File: config.mk
export PLATFORM = sky130hd
export DESIGN_NAME = wb_master_arbiter
export DESIGN_NICKNAME = d
export VERILOG_FILES = /design/src/rtl/wb_master_arbiter.sv
export SDC_FILE = /design/constraint.sdc
export NUM_CORES = 1
export LEC_CHECK = 0
export ABC_AREA = 1
export BUFFER_PORTS_ARGS = -buffer_cell sky130_fd_sc_hd__buf_4
export CAP_MARGIN = 20
export CORE_AREA = 2 2 124 126
export CTS_CLUSTER_DIAMETER = 60
export DETAILED_ROUTE_END_ITERATION = 8
export DIE_AREA = 0 0 126 128
export PLACE_DENSITY = 0.52
export RECOVER_POWER = 50
export REMOVE_ABC_BUFFERS = 1
export SYNTH_ARGS = -nofsm -noshare
export SYNTH_HDL_FRONTEND = slang
export SYNTH_SLANG_ARGS = --single-unit
File: constraint.sdc
create_clock -name clk -period 1.2 [get_ports clk]
set_input_delay 0.06 -clock clk [delete_from_list [all_inputs] [get_ports clk]]
set_output_delay 0.06 -clock clk [all_outputs]
set_load 0.01 [all_outputs]
File: src/rtl/wb_master_arbiter.sv
// rtl/wb_master_arbiter.sv - two-master Wishbone arbiter with per-transaction grant and stall watchdog
module wb_master_arbiter #(
    parameter int TIMEOUT_CYCLES = 1024,
    parameter int TMO_WIDTH      = 11
) (
    input  logic        clk,
    input  logic        rst,
    input  logic        m0_cyc_i,
    input  logic        m0_stb_i,
    input  logic        m0_we_i,
    input  logic [31:0] m0_adr_i,
    input  logic [31:0] m0_dat_i,
    input  logic [3:0]  m0_sel_i,
    output logic [31:0] m0_dat_o,
    output logic        m0_ack_o,
    output logic        m0_err_o,
    output logic        m0_rty_o,
    input  logic        m1_cyc_i,
    input  logic        m1_stb_i,
    input  logic        m1_we_i,
    input  logic [31:0] m1_adr_i,
    input  logic [31:0] m1_dat_i,
    input  logic [3:0]  m1_sel_i,
    output logic [31:0] m1_dat_o,
    output logic        m1_ack_o,
    output logic        m1_err_o,
    output logic        m1_rty_o,
    output logic        s_cyc_o,
    output logic        s_stb_o,
    output logic        s_we_o,
    output logic [31:0] s_adr_o,
    output logic [31:0] s_dat_o,
    output logic [3:0]  s_sel_o,
    input  logic [31:0] s_dat_i,
    input  logic        s_ack_i,
    input  logic        s_err_i,
    input  logic        s_rty_i,
    output logic [1:0]  gnt_o
);

    // State encoding doubles as the one-hot grant vector.
    typedef enum logic [1:0] {
        IDLE = 2'b00,
        GNT0 = 2'b01,
        GNT1 = 2'b10
    } state_t;

    localparam logic [TMO_WIDTH-1:0] TMO_LAST = TMO_WIDTH'(TIMEOUT_CYCLES - 1);

    state_t               state_q, state_d;
    logic                 last_gnt_q, last_gnt_d;
    logic [TMO_WIDTH-1:0] tmo_cnt_q, tmo_cnt_d;

    logic        own_cyc, own_stb, own_we;
    logic [31:0] own_adr, own_dat;
    logic [3:0]  own_sel;
    logic        stalled, tmo_hit;

    always_ff @(posedge clk or posedge rst) begin
        if (rst) begin
            state_q    <= IDLE;
            last_gnt_q <= 1'b1;
            tmo_cnt_q  <= '0;
        end else begin
            state_q    <= state_d;
            last_gnt_q <= last_gnt_d;
            tmo_cnt_q  <= tmo_cnt_d;
        end
    end

    always_comb begin
        own_cyc    = 1'b0;
        own_stb    = 1'b0;
        own_we     = 1'b0;
        own_adr    = '0;
        own_dat    = '0;
        own_sel    = '0;
        state_d    = state_q;
        last_gnt_d = last_gnt_q;
        m0_dat_o   = '0;
        m0_ack_o   = 1'b0;
        m0_err_o   = 1'b0;
        m0_rty_o   = 1'b0;
        m1_dat_o   = '0;
        m1_ack_o   = 1'b0;
        m1_err_o   = 1'b0;
        m1_rty_o   = 1'b0;

        case (state_q)
            GNT0: begin
                own_cyc = m0_cyc_i;
                own_stb = m0_stb_i;
                own_we  = m0_we_i;
                own_adr = m0_adr_i;
                own_dat = m0_dat_i;
                own_sel = m0_sel_i;
            end
            GNT1: begin
                own_cyc = m1_cyc_i;
                own_stb = m1_stb_i;
                own_we  = m1_we_i;
                own_adr = m1_adr_i;
                own_dat = m1_dat_i;
                own_sel = m1_sel_i;
            end
            default: ;
        endcase

        // A slave response in the timeout cycle suppresses the local err.
        stalled = own_stb & ~(s_ack_i | s_err_i | s_rty_i);
        tmo_hit = stalled & (tmo_cnt_q == TMO_LAST);

        s_cyc_o = own_cyc;
        s_stb_o = own_stb & ~tmo_hit;
        s_we_o  = own_we;
        s_adr_o = own_adr;
        s_dat_o = own_dat;
        s_sel_o = own_sel;

        tmo_cnt_d = (state_q != IDLE && own_cyc && stalled && !tmo_hit)
                    ? tmo_cnt_q + 1'b1 : '0;

        case (state_q)
            IDLE: begin
                if (m0_cyc_i && m1_cyc_i) state_d = last_gnt_q ? GNT0 : GNT1;
                else if (m0_cyc_i)        state_d = GNT0;
                else if (m1_cyc_i)        state_d = GNT1;
            end
            GNT0: begin
                m0_dat_o = s_dat_i;
                m0_ack_o = s_ack_i;
                m0_rty_o = s_rty_i;
                m0_err_o = s_err_i | tmo_hit;
                if (!m0_cyc_i) begin
                    state_d    = IDLE;
                    last_gnt_d = 1'b0;
                end
            end
            GNT1: begin
                m1_dat_o = s_dat_i;
                m1_ack_o = s_ack_i;
                m1_rty_o = s_rty_i;
                m1_err_o = s_err_i | tmo_hit;
                if (!m1_cyc_i) begin
                    state_d    = IDLE;
                    last_gnt_d = 1'b1;
                end
            end
            default: state_d = IDLE;
        endcase
    end

    assign gnt_o = state_q;

endmodule

; After elaboration in Yosys (flattened, before gate mapping)
; Cells that the tools add are included.
; Widths: inputs -> output; s select.
[classes]
n_addsub = 1
eq_ne = 6
muxes = 25
bitwise = 8
reduce_logical = 10
[ops]
columns = cell, count
row1 = $pmux 32 s2, 2
row2 = $mux 32, 2
row3 = $mux 2, 6
row4 = $add 11x1->11 const B, 1
row5 = $eq 11x10->1 const B, 1
row6 = $mux 11, 1
row7 = $mux 1, 8
row8 = $pmux 1 s2, 4
row9 = $pmux 4 s2, 1
row10 = $pmux 2 s3, 1
row11 = $reduce_and 3->1, 2
row12 = $logic_and 1x1->1, 4
row13 = $ne 2x2->1 const B, 2
row14 = $ne 4x4->1 const B, 1
row15 = $reduce_bool 2->1, 2
row16 = $and 1x1->1, 3
row17 = $or 1x1->1, 3
row18 = $eq 2x1->1 const B, 1
row19 = $eq 2x2->1 const B, 1
row20 = $logic_not 2->1, 1
row21 = $not 1->1, 2
row22 = $logic_not 1->1, 1
[totals]
register_bits = 14
inputBits = 179
out_inout_bits = 143
word_cells = 53

; Logic depth before layout (Yosys ltp)
[logic_depth]
depth_word = 8
mapped_depth = 9
depth_no_buf = 8

; Worst setup path after synthesis
; OpenSTA, ideal clock, no wires.
[synth_path]
path_kind = register to output
from = register state_q[0], in the netlist gnt_o[0]
to = output port s_dat_o[10]
t_arrival_ns = 1.465
required_time_ns = 1.140
slack_ns = -0.325
path_stages_with_launch = 7
path_buffers = 2
cell_sequence = dfrtp_1 -> inv_1 -> ha_1 -> clkinv_1 -> buf_2 -> buf_2 -> a21oi_1
[synth_via]
elab_chain_cells = 2
word_cells_on_any_way = 3
cone_classes = eq/ne: 2 / mux: 1
[synth_rtl]
columns = element, line
row1 = from (decl), 50  ; state_t state_q, state_d;
row2 = from (signal assigned), 65  ; state_q <= state_d;
row3 = $eq 2x2->1 / $eq 2x1->1 (equally long branches), 89  ; case (state_q)
row4 = $pmux 32 s2 *, 89
row5 = to (decl), 32  ; output logic [31:0] s_dat_o,
; Mark *: on every way between the ends. The rest lies on a longest branch, timed or not.

; Worst setup path in the final report
[layout_path]
from = register state_q[0], in the netlist gnt_o[0]
to = output port m0_dat_o[11]
[layout_via]
elab_chain_cells = 2
[layout_rtl]
columns = element, line
row1 = $eq 2x1->1, 123  ; case (state_q)
row2 = $mux 32, 123
row3 = to (decl), 14  ; output logic [31:0] m0_dat_o,
; No other way between the ends.

==> results.toml <==
[status]
outcome = "finished, violations left"
violations = "setup timing"

[worst_setup_path]
worstPathArrival_ns = 1.62
cp_max_fo = 5
slowest_stage = "dfrtp_1"
cp_top_family = "buffers and inverters"
start_kind = "flip-flop"
crit_top_cell = "buf_4"
path_buf_inv = 6
worst_setup_path_end_kind = "output pin"
cp.required_ns = 1.14
regToRegSetupSlack_ns = -0.34
critPathMaxStageDelay_ns = 0.39
crit_chain = "buf_4 -> ha_4 -> buf_8 -> clkbuf_16 -> buf_6 -> nand2_1 -> inv_1 -> buf_4"
setup.worst_path.class = "flip-flop to output pin"

[placed_design]
dp.final_hpwl_um = 11020
io_buffers = 321
dp_cells = 996
routabilityCongestion = 0.8613

[flow_run]
cap_violations = 0

[timing]
setup_viol = 155
fin_crit_sh_pct = 140.0
timing.final.ws_setup_ns = -0.4802
relSlewSlack_pct = 61.04
hold_viol = 0
skew_ns = 0.002178
fmax_mhz = 595.2
tightestPinTransition_ns = 0.5838
rsz0062_at_grt = "yes"
whs_ns = 0.1828
period_needed_ns = 1.680
finalMaxSlewViolations = 0

[clock_network]
cts_tree = "done"
clk_path_buf_depth = 2
clockRootBuffer = "clkbuf_16"
clkSlewWorstSetupHoldPaths_ns = 0.05
cts_buffers = 3
clock-sinks = 14
h-tree-depth = 1
clk_latency_ns = 0.24

[global_route]
grtUsageTotal_pct = 16.23
grt-ovfl-total = 0
grt_pass1_vias = 3876
grt_pass1_wl_um = 20890
antenna_found_initial = 0
grt_max_degree = 44

[layout]
num_antenna_cells = 0
num-fill-cells = 1580
instances_no_fill = 1034
nets = 1030
syn2layout_area_growth_pct = 171.0
layout-drive-gt1-share_pct = 58.04

[detailed_routing]
vias_per_cell = 4.143
drtIter0Drc = 179
ant_nets = 0
wl_um = 16400
first_pass_iters = 4
drc = 0
highest_layer = "met4"
wl_per_cell_um = 15.86
met2_length_um = 8720
wl_met1_um = 6518
route.met3.wl_um = 960
num_vias = 4284

[floorplanning]
num_rows = 45
die_w_um = 126
core_um2 = 14860
die_y_um = 128
ioPinCount = 322
start_util_pct = 15.81
die-area_um2 = 16130

[synth]
ys_types = 21
synthTopCellsByArea = "nand2_1, a21oi_1, dfrtp_1, inv_1, buf_2"
yosysMostFrequentCell = "nand2_1"
syn_area_per_cell_um2 = 4.865
yosys-top-cells-count = "nand2_1, inv_1, a21oi_1"
synthArstFlopShare_pct = 100.0
yosys_warnings = 0
synthFlopType = "dfrtp_1"
syn-cell-area_um2 = 2350
synth_edf_count = 0
synth_seq_cells = 14
synthCells = 483
netlist.area_leader.share_pct = 37.38
ys_seq_area_share_pct = 14.96
synth_top_area_cell = "nand2_1"

[power]
power_density_nw_per_um2 = 1787
leakagePower_nw = 3.555
vdd_ir_drop_max_mv = 0.5969
report.power.total_mw = 11.38

[hold_path]
hp-class = "input pin to flip-flop"
-- stage by stage --
step	utilization, %	setup TNS [ns]	worst slack [ns]	instance area (um2)
after floorplan	-	-244.86	-1.985	2206
after global placement	35.24	-27.42	-0.3758	5239
after detailed placement	35.24	-28.34	-0.4141	5239
after CTS	37.85	-61.15	-0.4982	5627
after global routing	42.84	-72.82	-0.5739	6367
final	42.84	-60.55	-0.4802	6367
-- flip-flops by register name, indices dropped and copies added (netlist names) --
name,count
gnt_o,2
tmo_cnt_q,11
last_gnt_q,1
-- cell type report --
cell class,count,area [um2],share of cell area (%)
clock buffer,4,88.84,1.395
inverter,86,325.3,5.109
multi-input combinational,353,1922,30.18
sequential,14,351.6,5.522
tap,188,235.2,3.694
timing repair buffer,389,3445,54.10
-- placed cells by master, fill, tap and decap left out --
| cell | n |
|---|---|
| nand3b_1 | 1 |
| nand3_1 | 5 |
| nand2_1 | 201 |
| dlygate4sd3_1 | 1 |
| a21oi_1 | 30 |
| nand2_4 | 11 |
| o211ai_1 | 1 |
| o21ai_1 | 3 |
| xnor2_1 | 3 |
| ha_1 | 1 |
| nor2_2 | 4 |
| clkbuf_8 | 1 |
| buf_16 | 5 |
| nor2_1 | 15 |
| o21ai_2 | 1 |
| inv_1 | 76 |
| nor2_4 | 2 |
| inv_4 | 1 |
| dfrtp_1 | 13 |
| buf_4 | 336 |
| inv_2 | 9 |
| clkbuf_16 | 15 |
| buf_12 | 7 |
| buf_6 | 21 |
| o21ai_0 | 2 |
| dfstp_2 | 1 |
| xor2_1 | 3 |
| nand2_8 | 1 |
| ha_4 | 3 |
| a21oi_4 | 2 |
| clkbuf_4 | 1 |
| nand3_4 | 2 |
| buf_8 | 6 |
| nand2_2 | 22 |
| a21oi_2 | 40 |
-- cells by family after synthesis --
family | count (synthesis) | synth area share (%)
XOR/XNOR | 6 | 2.237
adder cells (fa/ha/maj) | 4 | 2.130
AND/OR/NAND/NOR | 263 | 43.88
flip-flops | 14 | 14.96
buffers and inverters | 117 | 19.86
AO/OA/AOI/OAI | 79 | 16.93
-- worst min-delay path, stage by stage --
cell     delay [ns]
buf_4          0.12
o21ai_0        0.08
nand2_1        0.07
o21ai_2        0.06
-- layer usage --
layer	vias up	global-route usage, %
li1	2163	-
met1	1931	18.84
met2	180	31.25
met3	10	3.047
met4	0	2.650
met5	-	0
-- report_power, final --
group,internal [mW],total [mW],switching (mW)
clock,0.505,0.697,0.192
sequential,0.529,0.562,0.0334
combinational,5.08,10.1,5.04
total,6.11,11.4,5.27
-- final timing paths --
path | from | endpoint | depth (start not counted)
min reg2reg | last_gnt_q | last_gnt_q | 2
max reg2reg | gnt_o[0] | gnt_o[0] | 10
max | gnt_o[0] | m0_dat_o[11] | 8
min in group asynchronous | rst | tmo_cnt_q[2] | 3
min | m0_cyc_i | gnt_o[1] | 4
max in group asynchronous | rst | gnt_o[1] | 3
-- what timing repair did --
action / 4_1_cts / 5_1_grt
endpoints found under the hold margin: 13 / 0
buffers inserted: 4 / 9
setup endpoints to repair: 155 / 155
pin swaps: 6 / 26
resized for setup: 48 / 96
hold buffers: 1 / 0
cloned: 4 / 17
(Power assumes the default switching activity.)
